`src/rtl/input_dma_controller.sv`:
```
// rtl/input_dma_controller.sv - debounced button snapshot DMA into data memory
`ifndef KEY_MEM
`define KEY_MEM 'h100
`endif
`ifndef DATA_ADDR_WIDTH
`define DATA_ADDR_WIDTH 16
`endif

module input_dma_controller #(
    parameter int BUTTON_COUNT    = 16,
    parameter int BASE_ADDR       = `KEY_MEM,
    parameter int ADDR_WIDTH      = `DATA_ADDR_WIDTH,
    parameter int DEBOUNCE_CYCLES = 4
) (
    input  logic                    clk,
    input  logic                    reset,
    input  logic                    copy_start,
    input  logic [1:0]              mode,
    input  logic [BUTTON_COUNT-1:0] buttons_in,
    output logic                    busy,
    output logic                    done,
    output logic                    mem_we,
    output logic [ADDR_WIDTH-1:0]   mem_addr,
    output logic [15:0]             mem_dout
);

    localparam int W      = (BUTTON_COUNT + 15) / 16;
    localparam int PADDED = W * 16;

    typedef enum logic [1:0] {IDLE, COPY, DONE} state_t;

    state_t                  state, state_next;
    logic [BUTTON_COUNT-1:0] sync1, sync2, level, level_next, pressed, released;
    logic [PADDED-1:0]       snap_level, snap_pressed, snap_released;
    logic [1:0]              mode_q;
    logic [7:0]              idx, k;
    logic                    accept;

    generate
        if (DEBOUNCE_CYCLES == 0) begin : g_nodb
            assign level_next = sync2;
        end else begin : g_db
            localparam int CW = $clog2(DEBOUNCE_CYCLES + 1);
            localparam logic [CW-1:0] LAST = CW'(DEBOUNCE_CYCLES - 1);
            logic [CW-1:0] cnt [BUTTON_COUNT];

            // The level flips on the edge where the count would reach DEBOUNCE_CYCLES.
            always_comb begin
                level_next = level;
                for (int i = 0; i < BUTTON_COUNT; i++) begin
                    if (sync2[i] != level[i] && cnt[i] == LAST) begin
                        level_next[i] = sync2[i];
                    end
                end
            end

            always_ff @(posedge clk) begin
                for (int i = 0; i < BUTTON_COUNT; i++) begin
                    if (reset || sync2[i] == level[i] || cnt[i] == LAST) begin
                        cnt[i] <= '0;
                    end else begin
                        cnt[i] <= cnt[i] + 1'b1;
                    end
                end
            end
        end
    endgenerate

    assign accept = (state == IDLE) && copy_start;

    always_ff @(posedge clk) begin
        if (reset) begin
            state         <= IDLE;
            sync1         <= '0;
            sync2         <= '0;
            level         <= '0;
            pressed       <= '0;
            released      <= '0;
            snap_level    <= '0;
            snap_pressed  <= '0;
            snap_released <= '0;
            mode_q        <= 2'd0;
            idx           <= 8'd0;
        end else begin
            state    <= state_next;
            sync1    <= buttons_in;
            sync2    <= sync1;
            level    <= level_next;
            // A transition on the accept edge survives the clear and goes to the next burst.
            pressed  <= (accept ? '0 : pressed)  | (level_next & ~level);
            released <= (accept ? '0 : released) | (~level_next & level);
            if (accept) begin
                snap_level    <= PADDED'(level);
                snap_pressed  <= PADDED'(pressed);
                snap_released <= PADDED'(released);
                mode_q        <= (mode == 2'd3) ? 2'd0 : mode;
                idx           <= 8'd0;
            end else if (state == COPY) begin
                idx <= idx + 8'd1;
            end
        end
    end

    always_comb begin
        case (mode_q)
            2'd1:    k = 8'(W);
            2'd2:    k = 8'(3 * W);
            default: k = 8'(BUTTON_COUNT);
        endcase
    end

    always_comb begin
        state_next = state;
        case (state)
            IDLE:    if (accept) state_next = COPY;
            COPY:    if (idx == k - 8'd1) state_next = DONE;
            DONE:    state_next = IDLE;
            default: state_next = IDLE;
        endcase
    end

    logic [PADDED-1:0] sel_vec, shifted;
    logic [7:0]        slot;
    logic [15:0]       word;

    always_comb begin
        sel_vec = snap_level;
        slot    = idx;
        if (mode_q == 2'd2) begin
            if (idx >= 8'(2 * W)) begin
                sel_vec = snap_released;
                slot    = idx - 8'(2 * W);
            end else if (idx >= 8'(W)) begin
                sel_vec = snap_pressed;
                slot    = idx - 8'(W);
            end
        end
        if (mode_q == 2'd0) begin
            shifted = sel_vec >> idx;
            word    = {16{shifted[0]}};
        end else begin
            shifted = sel_vec >> {slot, 4'b0000};
            word    = shifted[15:0];
        end
    end

    always_comb begin
        busy     = (state == COPY);
        mem_we   = (state == COPY);
        done     = (state == DONE);
        mem_addr = ADDR_WIDTH'(BASE_ADDR);
        mem_dout = 16'h0000;
        if (state == COPY) begin
            mem_addr = ADDR_WIDTH'(BASE_ADDR) + ADDR_WIDTH'(idx);
            mem_dout = word;
        end
    end

endmodule

```
`config.mk`:
```
export PLATFORM = sky130hd
export DESIGN_NAME = input_dma_controller
export DESIGN_NICKNAME = d
export VERILOG_FILES = /design/src/rtl/input_dma_controller.sv
export SDC_FILE = /design/constraint.sdc
export NUM_CORES = 1
export LEC_CHECK = 0
export BUFFER_PORTS_ARGS = -buffer_cell sky130_fd_sc_hd__buf_2
export CAP_MARGIN = 20
export CORE_ASPECT_RATIO = 1.5
export CORE_MARGIN = 1.5
export CORE_UTILIZATION = 56
export DETAILED_ROUTE_END_ITERATION = 12
export PLACE_DENSITY = 0.82
export SKIP_CTS_REPAIR_TIMING = 1
export SLEW_MARGIN = 20
export SYNTH_ARGS = -nofsm -noshare
export SYNTH_HDL_FRONTEND = slang
export SYNTH_SLANG_ARGS = --single-unit
```
`constraint.sdc`:
```
create_clock -name clk -period 5.7 [get_ports clk]
set_clock_uncertainty 0.1 [all_clocks]
set_input_delay 0.855 -clock clk [delete_from_list [all_inputs] [get_ports clk]]
set_output_delay 0.855 -clock clk [all_outputs]
set_load 0.05 [all_outputs]
```
== Yosys cells after proc, flatten, opt, wreduce, memory -nomap -nowiden ==
Memory sizes are Yosys's and may differ from the RTL's.
Index checks and enable logic that the tools add are counted.

* Output and inout port bits: 35
* Memory bits (writable): 48
* Register bits: 140
* Memories: 1
* Input bits: 21
* Logic and storage cells: 264

* Bitwise operators: 22
* Shift-type cells: 2
* Reduce and logical (&&, ||, !) cells: 53
* Equality and inequality tests: 56
* Muxes and demuxes: 96
* Add/sub/neg operators: 21
* $lt $le $gt $ge: 2

{| class="wikitable"
|+ Memory list
! memory !! depth !! width !! read ports !! clocked after memory_dff !! write ports !! line !! text
|-
| g_db.cnt || 16 || 3 || 16 || 0 || 16 || 45 || <nowiki>logic [CW-1:0] cnt [BUTTON_COUNT];</nowiki>
|}

{| class="wikitable"
|+ Operators with widths
! kind !! number
|-
| $mux 16 || 7
|-
| $mux 1 || 64
|-
| $add 3x1->3 const B || 16
|-
| $eq 3x2->1 const B || 16
|-
| $mux 3 || 16
|-
| $and 16x16->16 || 2
|-
| $logic_or 1x1->1 || 32
|-
| $not 16->16 || 2
|-
| $or 16x16->16 || 2
|-
| $mux 8 || 3
|-
| $logic_and 1x1->1 || 17
|-
| $eq 1x1->1 || 16
|-
| $ne 1x1->1 || 16
|-
| $or 1x1->1 || 16
|-
| $shr 16x12->16 || 1
|-
| $shr 16x8->1 || 1
|-
| $sub 8x1->8 const B || 2
|-
| $add 9x8->10 const A || 1
|-
| $mux 10 || 1
|-
| $pmux 5 s2 || 1
|-
| $add 8x1->8 const B || 1
|-
| $eq 8x8->1 || 1
|-
| $ge 8x1->1 const B || 1
|-
| $ge 8x2->1 const B || 1
|-
| other kinds (10) || 16
|}

== Depth between registers and ports, before layout ==
Gate-level depths: netlist (run 1).

* Depth after elaboration: 7
* Gate-level depth with buffers: 13
* Depth with buffers taken out: 8

== Least setup slack after synthesis (run 1) ==
OpenSTA, ideal clock, no wires.

* Kind: register to output
* From: register idx[0]
* To: output mem_dout[3]
* Required time: 4745 ps
* Cell stages (with the launch flop): 12
* Setup slack: 309 ps
* Arrival time: 4436 ps
* Path through: dfxtp_1 -> clkbuf_1 -> buf_2 -> inv_1 -> ha_1 -> or4_4 -> buf_2 -> buf_6 -> nor4_1 -> xnor2_1 -> nand4_1 -> o311ai_0

* Cells in the longest elaborated chain, start to end: 7

{| class="wikitable"
|+ Ends and longest elaborated chain
! element !! line !! text
|-
| start, declared || 36 || <nowiki>logic [7:0] idx, k;</nowiki>
|-
| start signal, assigned || 99 || <nowiki>idx <= idx + 8'd1;</nowiki>
|-
| $sub 8x1->8 / $ge 8x1->1 (equally long branches) || 135, 133 ||
|-
| $mux 8 / $mux 16 (equally long branches) || 133 || <nowiki>end else if (idx >= 8'(W)) begin</nowiki>
|-
| $mux 8 / $mux 16 (equally long branches) || 130 || <nowiki>if (idx >= 8'(2 * W)) begin</nowiki>
|-
| $mux 8 / $mux 16 (equally long branches) || 129 || <nowiki>if (mode_q == 2'd2) begin</nowiki>
|-
| $shr 16x12->16 / $shr 16x8->1 (equally long branches) || 142, 139 ||
|-
| $mux 16 * || 138 || <nowiki>if (mode_q == 2'd0) begin</nowiki>
|-
| $mux 16 * || 153 || <nowiki>if (state == COPY) begin</nowiki>
|-
| end, declared || 24 || <nowiki>output logic [15:0] mem_dout</nowiki>
|}

Mark *: on every way between the ends. The rest lies on a longest branch, timed or not.

== Final worst setup path (run 1) ==
* From: register mode_q[0]
* To: output mem_dout[3]

* Cells in the longest elaborated chain, start to end: 5

{| class="wikitable"
|+ Ends and longest elaborated chain
! element !! line !! text
|-
| start, declared || 35 || <nowiki>logic [1:0] mode_q;</nowiki>
|-
| start signal, assigned || 96 || <nowiki>mode_q <= (mode == 2'd3) ? 2'd0 : mode;</nowiki>
|-
| $eq 2x2->1 || 129 ||
|-
| $mux 16 / $mux 8 (equally long branches) || 129 ||
|-
| $shr 16x12->16 / $shr 16x8->1 (equally long branches) || 142, 139 ||
|-
| $mux 16 * || 138 ||
|-
| $mux 16 * || 153 ||
|}

Marked as above.

==> implementation parameters, run 1 <==
Parameter                              Value

Outcome
  Result of the run ... finished, final reports clean

Floorplan
  Die X ... 99.81 um
  Effective utilization at floorplan ... 57.89%
  Vertical extent of the die ... 148.2 um
  Standard-cell row count ... 52
  Number of ports placed on the die boundary ... 56
  Area enclosed by the die boundary ... 14790 um^2
  Floorplan core area ... 13600 um^2

Finish
  Post-route insts no fill ... 1011
  Share of the core filled with cells ... 63.67%
  Antenna fix cells ... 0
  Fillcell total ... 1110
  Flip-flop and latch area ... 3764 um^2
  Signed area change from the synthesized netlist to the final layout ... 9.981%
  Area used by multi-input combinational logic ... 3659 um^2
  Fraction of layout cells with a size suffix above 1 ... 13.55%
  Net total in the final layout ... 899

Route
  Initial detailed-routing violation count ... 378
  Wire per inst ... 15.57 um
  Wire length reported by the detailed router ... 15.74 mm
  Number of nets with antenna violations after detailed routing ... 0
  DRT Pass-1 Iters ... 5
  Count of unresolved DRC violations after routing ... 0
  Count of vias placed by the detailed router ... 5843
  Routed via count divided by cell count ... 5.779

Global route
  Met1 Usage GRT ... 27.25%
  Global-route wire length before repair ... 26.69 mm
  Global-route met2 utilization ... 38.64%
  Vias in the first global route ... 5555
  Met3 track demand over resource in global routing ... 3.759%
  Maximum number of pins on one net before global-route repair ... 79
  Total global-route track usage ... 22.45%
  Overall overflow remaining after global route ... 0
  GRT busiest layer ... met2
  Number of antenna violations at the first check in global routing ... 0

Setup path
  Largest fanout on the critical path ... 19
  Crit path buffers/inverters ... 3
  Worst Setup Path Type ... reg2out
  Startpoint types ... flop
  Crit end category ... primary output
  Worst path arrival time ... 3.93 ns
  Cells traversed along the worst timing path ... inv_1, ha_1, buf_4, nor2b_1, a41o_1, a311o_1, o211ai_1, a41o_1, o311ai_0, buf_2
  Slowest CP cell ... sky130_fd_sc_hd__ha_1
  Largest stage delay on the critical path ... 0.67 ns
  Library cell appearing most often on the critical path ... sky130_fd_sc_hd__a41o_1
  Kind of cell adding the most delay to the critical path ... compound AO/OA/AOI/OAI gates
  Required time of the worst setup path ... 4.74 ns

Clock network
  Source-to-sink clock delay at the later pin of the worst-skew pair ... 0.42 ns
  Clock tree from TritonCTS ... built
  Clock Pin Slew Worst Setup and Hold Paths ... 0.07 ns
  Htree depth ... 4
  Clock buffer depth ... 2
  Num CTS Buffers ... 17
  Root Buffer ... sky130_fd_sc_hd__clkbuf_16
  Clk sink count ... 188

Timing
  Final slew viol count ... 0
  Pin slew with the least headroom to its limit ... 0.7808 ns
  Number of hold violations in the final report ... 0
  Time the final worst path needs with I/O delays and setup ... 4.889 ns
  Final cycle utilization of the critical path ... 85.78%
  Number of failing setup endpoints in the final timing report ... 0
  Max frequency ... 0.2045 GHz
  Slew headroom ... 47.95%
  Setup repair after global routing missed its margin ... false
  Final-layout setup total negative slack ... 0 ns

Logic synthesis
  FF+latch count, synth ... 188
  Post-synthesis cell area ... 7873 um^2
  Most used standard cell by instance count after synthesis ... sky130_fd_sc_hd__dfxtp_1
  Average footprint of a synthesized cell ... 9.671 um^2
  Largest cells by area after synthesis ... sky130_fd_sc_hd__dfxtp_1 (48%), sky130_fd_sc_hd__ha_1 (6.5%), sky130_fd_sc_hd__nor2b_1 (5.4%)
  Area fraction of the dominant cell type after synthesis ... 47.81%
  Count of flip-flops with a built-in enable after synthesis ... 0
  Synth Instances ... 814
  Most used standard cells in the synthesized netlist ... sky130_fd_sc_hd__dfxtp_1 (188), sky130_fd_sc_hd__nor2_1 (104), sky130_fd_sc_hd__nor2b_1 (68)
  Post-synth top area cell ... sky130_fd_sc_hd__dfxtp_1
  Sequential-to-total area share from yosys stat ... 47.81%
  Ys async rst share ... 0%
  Predominant post-synthesis flop cell ... sky130_fd_sc_hd__dfxtp_1
  Number of distinct library cell variants in the gate-level netlist after synthesis ... 67
  Number of warnings printed during yosys synthesis ... 0

Hold path
  Path class of the lowest-slack min-delay path ... reg2reg

Power
  Combinational group share of total power ... 7.4%
  Internal portion of total power ... 0.002019 W
  Standby leakage power ... 3.551 nW
  Reported net switching power ... 0.0006450 W
  Power per cell area ... 307.7 nW/um^2
  Clock network power share ... 42.3%
  Net Sw Frac ... 24.21%
  Worst IR drop on VDD ... 0.1590 mV
  Register share of total power ... 50.2%

Place
  Count of buffers inserted at the top-level ports ... 47
  Half-perimeter wire length after detailed placement ... 10.47 mm
  Number of cells in the design after placement ... 980
  Weighted congestion at the end of routability-driven global placement ... 0.9140

Run
  Max Cap Violations ... 0
## worst paths after layout
kind | depth (start not counted) | end | slack (ns) | from
hold / removal | 1 | g_db.cnt[0][3] | 0.32 | g_db.cnt[0][3]
hold reg to reg | 1 | g_db.cnt[0][3] | 0.32 | g_db.cnt[0][3]
setup reg to reg | 7 | idx[6] | 3.83 | state[1]
setup / recovery | 10 | mem_dout[3] | 0.81 | mode_q[0]
## cell families after synthesis
family,synth area share (%)
AOI/OAI and AO/OA,17.07
xor gates and xnor gates,1.112
adders and majority gates,6.516
buffers and inverters,6.182
DFF,47.81
muxes,2.177
other,0.09539
and+or+nand+nor,19.04
## layer usage
metal	routed length (um)	part of all wire, %
met1	6872	44
met2	7817	50
met3	652	4.1
met4	402	2.6
met5	0	0
## layout make-up
type,instances,area share (%)
inverter,43,1.864
timing repair buffer,57,3.584
clock buffer,21,5.434
multi-input combinational,530,42.25
tap,162,2.341
clock inverter,10,1.055
sequential,188,43.47
## power groups by stage
stage                     clock (W)  combinational, W  sequential [W]
after floorplan                   0          0.000162         0.00137
after global placement            0          0.000196         0.00137
after detailed placement          0          0.000197         0.00137
after CTS                   0.00114          0.000198         0.00134
after global routing        0.00120          0.000217         0.00134
final                       0.00113          0.000198         0.00134
## worst reg2reg max path, delay by kind of cell, from the launching register on
kind                      cells  cell delay (ns)
and+or+nand+nor               5             0.85
buffers and inverters         1             0.35
xor gates and xnor gates      1             0.15
DFF                           1             0.32
## through the flow
stage | total power, W | hold WS [ns] | cell area [um^2] | setup WS, ns
2_1_floorplan | 0.001528 | 0.2990 | 7895 | 0.3092
3_3_place_gp | 0.001562 | 0.3060 | 8097 | 1.496
3_5_place_dp | 0.001564 | 0.3138 | 8097 | 1.375
4_1_cts | 0.002678 | 0.3228 | 8658 | 0.8936
5_1_grt | 0.002757 | 0.3393 | 8658 | 0.6266
6_report | 0.002664 | 0.3174 | 8658 | 0.8105
## registers in the layout (all words and copies together) (netlist names)
register and count:
level 16, mode_q 2, state 2, sync1 16, pressed 16, sync2 16, snap_pressed 16, snap_released 16
snap_level 16, released 16, idx 8, g_db.cnt 48
## placed cells by master, fill, tap and decap left out, types with 10 or more instances in the layout
| cell | instances |
|---|---|
| sky130_fd_sc_hd__o211ai_1 | 17 |
| sky130_fd_sc_hd__nor2_1 | 103 |
| sky130_fd_sc_hd__ha_1 | 41 |
| sky130_fd_sc_hd__mux2i_1 | 16 |
| sky130_fd_sc_hd__nand3_1 | 10 |
| sky130_fd_sc_hd__clkbuf_16 | 17 |
| sky130_fd_sc_hd__o21ai_0 | 22 |
| sky130_fd_sc_hd__a22o_1 | 46 |
| sky130_fd_sc_hd__a32o_1 | 16 |
| sky130_fd_sc_hd__dfxtp_1 | 188 |
| sky130_fd_sc_hd__buf_2 | 47 |
| sky130_fd_sc_hd__nor2b_1 | 68 |
| sky130_fd_sc_hd__inv_1 | 42 |
| sky130_fd_sc_hd__o31ai_1 | 17 |
| sky130_fd_sc_hd__buf_4 | 10 |
| sky130_fd_sc_hd__nand2_1 | 51 |
| sky130_fd_sc_hd__nand3_2 | 10 |
(Power assumes the default switching activity.)
==> inputs of run 2 (changes only) <==
--- a/config.mk
+++ b/config.mk
@@ -5,11 +5,12 @@
 export SDC_FILE = /design/constraint.sdc
 export NUM_CORES = 1
 export LEC_CHECK = 0
+export ABC_AREA = 1
 export BUFFER_PORTS_ARGS = -buffer_cell sky130_fd_sc_hd__buf_2
 export CAP_MARGIN = 20
 export CORE_ASPECT_RATIO = 1.5
 export CORE_MARGIN = 1.5
-export CORE_UTILIZATION = 56
+export CORE_UTILIZATION = 54
 export DETAILED_ROUTE_END_ITERATION = 12
 export PLACE_DENSITY = 0.82
 export SKIP_CTS_REPAIR_TIMING = 1
==> constraint.sdc (replaced) <==
create_clock -name clk -period 4.4 [get_ports clk]
set_clock_uncertainty 0.1 [all_clocks]
set_input_delay 0.66 -clock clk [delete_from_list [all_inputs] [get_ports clk]]
set_output_delay 0.66 -clock clk [all_outputs]
set_load 0.05 [all_outputs]
==> run 2 against run 1 <==
  * Die area grew 6.1%
  * First-iteration DRC count shrank 21%
  * Synthesized area grew 2.4%
  * Sequential power grew 29%
  * Design area grew 3.8%
  * Largest power group unchanged
  * Sequential share of layout area shrank 1.6 points
  * Cell count grew 26%
  * Register-to-register slack lost 1.6 ns
  * Highest routed layer unchanged
==> implementation parameters, run 2 <==
Parameter                              Value

Outcome
  Result of the run ... finished, final reports clean (unchanged)

Floorplan
  Floorplan core area ... 14590 um^2 (was 13600 um^2)
  Area enclosed by the die boundary ... 15690 um^2 (was 14790 um^2)
  Vertical extent of the die ... 152.7 um (was 148.2 um)
  Die X ... 102.8 um (was 99.81 um)
  Number of ports placed on the die boundary ... 56 (unchanged)
  Standard-cell row count ... 54 (was 52)
  Effective utilization at floorplan ... 55.25% (was 57.89%)

Route
  Count of vias placed by the detailed router ... 6559 (was 5843)
  Number of nets with antenna violations after detailed routing ... 0 (unchanged)
  Top layer reached by signal wires ... met4 (unchanged)
  WL met3 ... 680 um (was 652 um)
  Count of unresolved DRC violations after routing ... 0 (unchanged)
  Met2 WL ... 7.689 mm (was 7.817 mm)
  Initial detailed-routing violation count ... 297 (was 378)
  Routed via count divided by cell count ... 5.152 (was 5.779)
  DRT Pass-1 Iters ... 5 (unchanged)
  Wire length reported by the detailed router ... 15.82 mm (was 15.74 mm)
  Wire per inst ... 12.43 um (was 15.57 um)
  Wire length on met1 ... 7.029 mm (was 6.872 mm)

Finish
  Post-route insts no fill ... 1273 (was 1011)
  Flip-flop count of the largest register, all copies and words added ... 48 (unchanged)
  Antenna fix cells ... 0 (unchanged)
  Signed area change from the synthesized netlist to the final layout ... 11.48% (was 9.981%)
  Leading cell type in the layout, fill and taps excluded ... sky130_fd_sc_hd__dfxtp_1 (unchanged)
  Fraction of layout cells with a size suffix above 1 ... 12.16% (was 13.55%)
  Largest register by flop count ... g_db.cnt (unchanged)
  Net total in the final layout ... 1126 (was 899)
  Commonest cells after routing, fill and taps aside ... sky130_fd_sc_hd__dfxtp_1 (188), sky130_fd_sc_hd__inv_1 (159), sky130_fd_sc_hd__nand2_1 (144) (was sky130_fd_sc_hd__dfxtp_1 (188), sky130_fd_sc_hd__nor2_1 (103), sky130_fd_sc_hd__nor2b_1 (68))

Timing
  Final-layout setup total negative slack ... 0 ns (unchanged)
  Max frequency ... 0.2440 GHz
  Time the final worst path needs with I/O delays and setup ... 4.098 ns
  Final cycle utilization of the critical path ... 93.15%
  Final slew viol count ... 0 (unchanged)
  Pin slew with the least headroom to its limit ... 0.8804 ns (was 0.7808 ns)
  Number of hold violations in the final report ... 0 (unchanged)
  Setup repair after global routing missed its margin ... false (unchanged)
  Number of failing setup endpoints in the final timing report ... 0 (unchanged)
  Slew headroom ... 41.31% (was 47.95%)

Hold path
  Worst Hold Path EP ... sync2[10] (was g_db.cnt[0][3])
  Launch instance of the worst min-delay path ... sync1[10] (was g_db.cnt[0][3])
  Worst hold path stage count ... 2 (was 1)
  Path class of the lowest-slack min-delay path ... reg2reg (unchanged)

Logic synthesis
  Post-synthesis cell area ... 8063 um^2 (was 7873 um^2)
  Most used standard cells in the synthesized netlist ... sky130_fd_sc_hd__dfxtp_1 (188), sky130_fd_sc_hd__inv_1 (159), sky130_fd_sc_hd__nand2_1 (144) (was sky130_fd_sc_hd__dfxtp_1 (188), sky130_fd_sc_hd__nor2_1 (104), sky130_fd_sc_hd__nor2b_1 (68))
  Largest cells by area after synthesis ... sky130_fd_sc_hd__dfxtp_1 (47%), sky130_fd_sc_hd__inv_1 (7.4%), sky130_fd_sc_hd__nand2_1 (6.7%) (was sky130_fd_sc_hd__dfxtp_1 (48%), sky130_fd_sc_hd__ha_1 (6.5%), sky130_fd_sc_hd__nor2b_1 (5.4%))
  Simple-Gate Fraction of Synth Area ... 20.20% (was 19.04%)
  Compound-cell area share of the yosys netlist ... 15.29% (was 17.07%)
  Post-synth top area cell ... sky130_fd_sc_hd__dfxtp_1 (unchanged)
  Sequential-to-total area share from yosys stat ... 46.68% (was 47.81%)
  Synth Instances ... 1030 (was 814)
  Ys async rst share ... 0% (unchanged)
  Number of distinct library cell variants in the gate-level netlist after synthesis ... 39 (was 67)
  Area fraction of the dominant cell type after synthesis ... 46.68% (was 47.81%)
  Average footprint of a synthesized cell ... 7.828 um^2 (was 9.671 um^2)
  FF+latch count, synth ... 188 (unchanged)
  Count of flip-flops with a built-in enable after synthesis ... 0 (unchanged)
  Predominant post-synthesis flop cell ... sky130_fd_sc_hd__dfxtp_1 (unchanged)
  Post-synthesis xor/xnor area fraction ... 0.2173% (was 1.113%)
  Adder and majority gate portion of the synthesized area ... 6.363% (was 6.516%)
  Mux cell area share after synthesis ... 0% (was 2.177%)
  Main combinational cell family by area after synthesis ... simple AND/OR/NAND/NOR gates (unchanged)
  Number of warnings printed during yosys synthesis ... 0 (unchanged)
  Most used standard cell by instance count after synthesis ... sky130_fd_sc_hd__dfxtp_1 (unchanged)

Setup path
  Crit end category ... primary output (unchanged)
  Kind of cell adding the most delay to the critical path ... simple AND/OR/NAND/NOR gates (was compound AO/OA/AOI/OAI gates)
  Library cell appearing most often on the critical path ... sky130_fd_sc_hd__nand2_1 (was sky130_fd_sc_hd__a41o_1)
  Cell depth of the worst setup path ... 15 (was 10)
  Required time of the worst setup path ... 3.64 ns (was 4.74 ns)
  Cells on worst reg2reg path ... 8 (was 7)
  Largest stage delay on the critical path ... 0.34 ns (was 0.67 ns)
  Crit path buffers/inverters ... 2 (was 3)
  Flop-to-flop setup slack ... 2.19 ns (was 3.83 ns)
  Startpoint types ... flop (unchanged)
  Startpoint of the worst setup timing path ... idx[0] (was mode_q[0])
  Slowest CP cell ... sky130_fd_sc_hd__inv_1 (was sky130_fd_sc_hd__ha_1)
  Worst path arrival time ... 3.34 ns (was 3.93 ns)
  Worst flop-to-flop path startpoint ... state[1] (unchanged)
  Reg-to-reg critical path endpoint ... released[9] (was idx[6])
  Cells traversed along the worst timing path ... inv_1, ha_1, nand2_2, nor2_8, nand2_8, nand2_1, nand2_1, nand4_1, nand3_1, nor2_1, nand2_2, o21ai_0, nand2_1, a21oi_1, buf_2 (was inv_1, ha_1, buf_4, nor2b_1, a41o_1, a311o_1, o211ai_1, a41o_1, o311ai_0, buf_2)
  Largest fanout on the critical path ... 17 (was 19)
  Worst Setup Path Type ... reg2out (unchanged)

Global route
  Maximum number of pins on one net before global-route repair ... 66 (was 79)
  Number of antenna violations at the first check in global routing ... 0 (unchanged)
  Vias in the first global route ... 6143 (was 5555)
  Overall overflow remaining after global route ... 0 (unchanged)
  Total global-route track usage ... 21.08% (was 22.45%)
  Global-route wire length before repair ... 26.80 mm (was 26.69 mm)

Clock network
  Num CTS Buffers ... 17 (unchanged)
  Clock tree from TritonCTS ... built (unchanged)
  Clock Pin Slew Worst Setup and Hold Paths ... 0.07 ns (about the same)
  Source-to-sink clock delay at the later pin of the worst-skew pair ... 0.43 ns (was 0.42 ns)
  Root Buffer ... sky130_fd_sc_hd__clkbuf_16 (unchanged)
  Htree depth ... 4 (unchanged)
  Clk sink count ... 188 (unchanged)
  Clock buffer depth ... 2 (unchanged)

Power
  Standby leakage power ... 3.727 nW (was 3.551 nW)
  Worst IR drop on VDD ... 0.2383 mV (was 0.1590 mV)
  Power per cell area ... 398.3 nW/um^2 (was 307.7 nW/um^2)

Place
  Number of cells in the design after placement ... 1239 (was 980)
  Weighted congestion at the end of routability-driven global placement ... 0.9168 (was 0.9140)
  Half-perimeter wire length after detailed placement ... 10.53 mm (was 10.47 mm)
  Count of buffers inserted at the top-level ports ... 47 (unchanged)

Run
  Max Cap Violations ... 0 (unchanged)
[run 2: layout make-up]
type / count / area, um^2
clock buffers: 17 / 425.4
clock inverters: 15 / 162.7
fillers: 1275 / 5605
inverters: 165 / 619.3
multi-input cells: 633 / 3435
flip-flops and latches: 188 / 3764
well taps: 196 / 245.2
repair buffers: 59 / 337.8
[run 2: through the flow]
stage	util, %	instance area (um^2)	setup slack [ns]	hold slack (ns)	power, W
after detailed placement	57.34	8368	0.7014	0.2928	0.002095
final	61.59	8989	0.3016	0.2997	0.003580
after CTS	61.37	8956	0.1927	0.3027	0.003601
after global routing	61.59	8989	0.05211	0.3222	0.003710
after global placement	57.34	8368	0.8209	0.2936	0.002091
after floorplan	-	8085	0.8904	0.2883	0.002037
[run 2: layer usage]
metal / vias up / GRT usage, %
met5: - / 0
met4: 0 / 8.301
met3: 30 / 3.945
met2: 166 / 36.61
met1: 3006 / 25.24
li1: 3357 / -
[run 2: worst max-delay path by stage]
stage | to | slack (ns)
2_1_floorplan | mem_dout[0] | 0.89
3_3_place_gp | mem_dout[4] | 0.82
3_5_place_dp | mem_dout[3] | 0.70
4_1_cts | mem_dout[3] | 0.19
5_1_grt | mem_dout[3] | 0.05
6_report | mem_dout[3] | 0.30
[run 2: worst register-to-register path: cells and delay by family (launching register included)]
family / cells / cell delay, ns
buffers and inverters: 5 / 1.42
DFF: 1 / 0.31
AOI/OAI and AO/OA: 1 / 0.15
and+or+nand+nor: 2 / 0.10
[run 2: cells by family after synthesis]
| kind of cell | count (synthesis) |
|---|---|
| AO/OA/AOI/OAI | 207 |
| adder cells (fa/ha/maj) | 41 |
| buffers and inverters | 215 |
| XOR/XNOR | 2 |
| AND/OR/NAND/NOR | 375 |
| flip-flops | 188 |
| other | 2 |
[run 2: power by group]
part	internal [W]	total [W]	switching [W]
Combinational	0.0000850	0.000332	0.000247
Sequential	0.00172	0.00173	0.0000105
Clock	0.000846	0.00151	0.000668
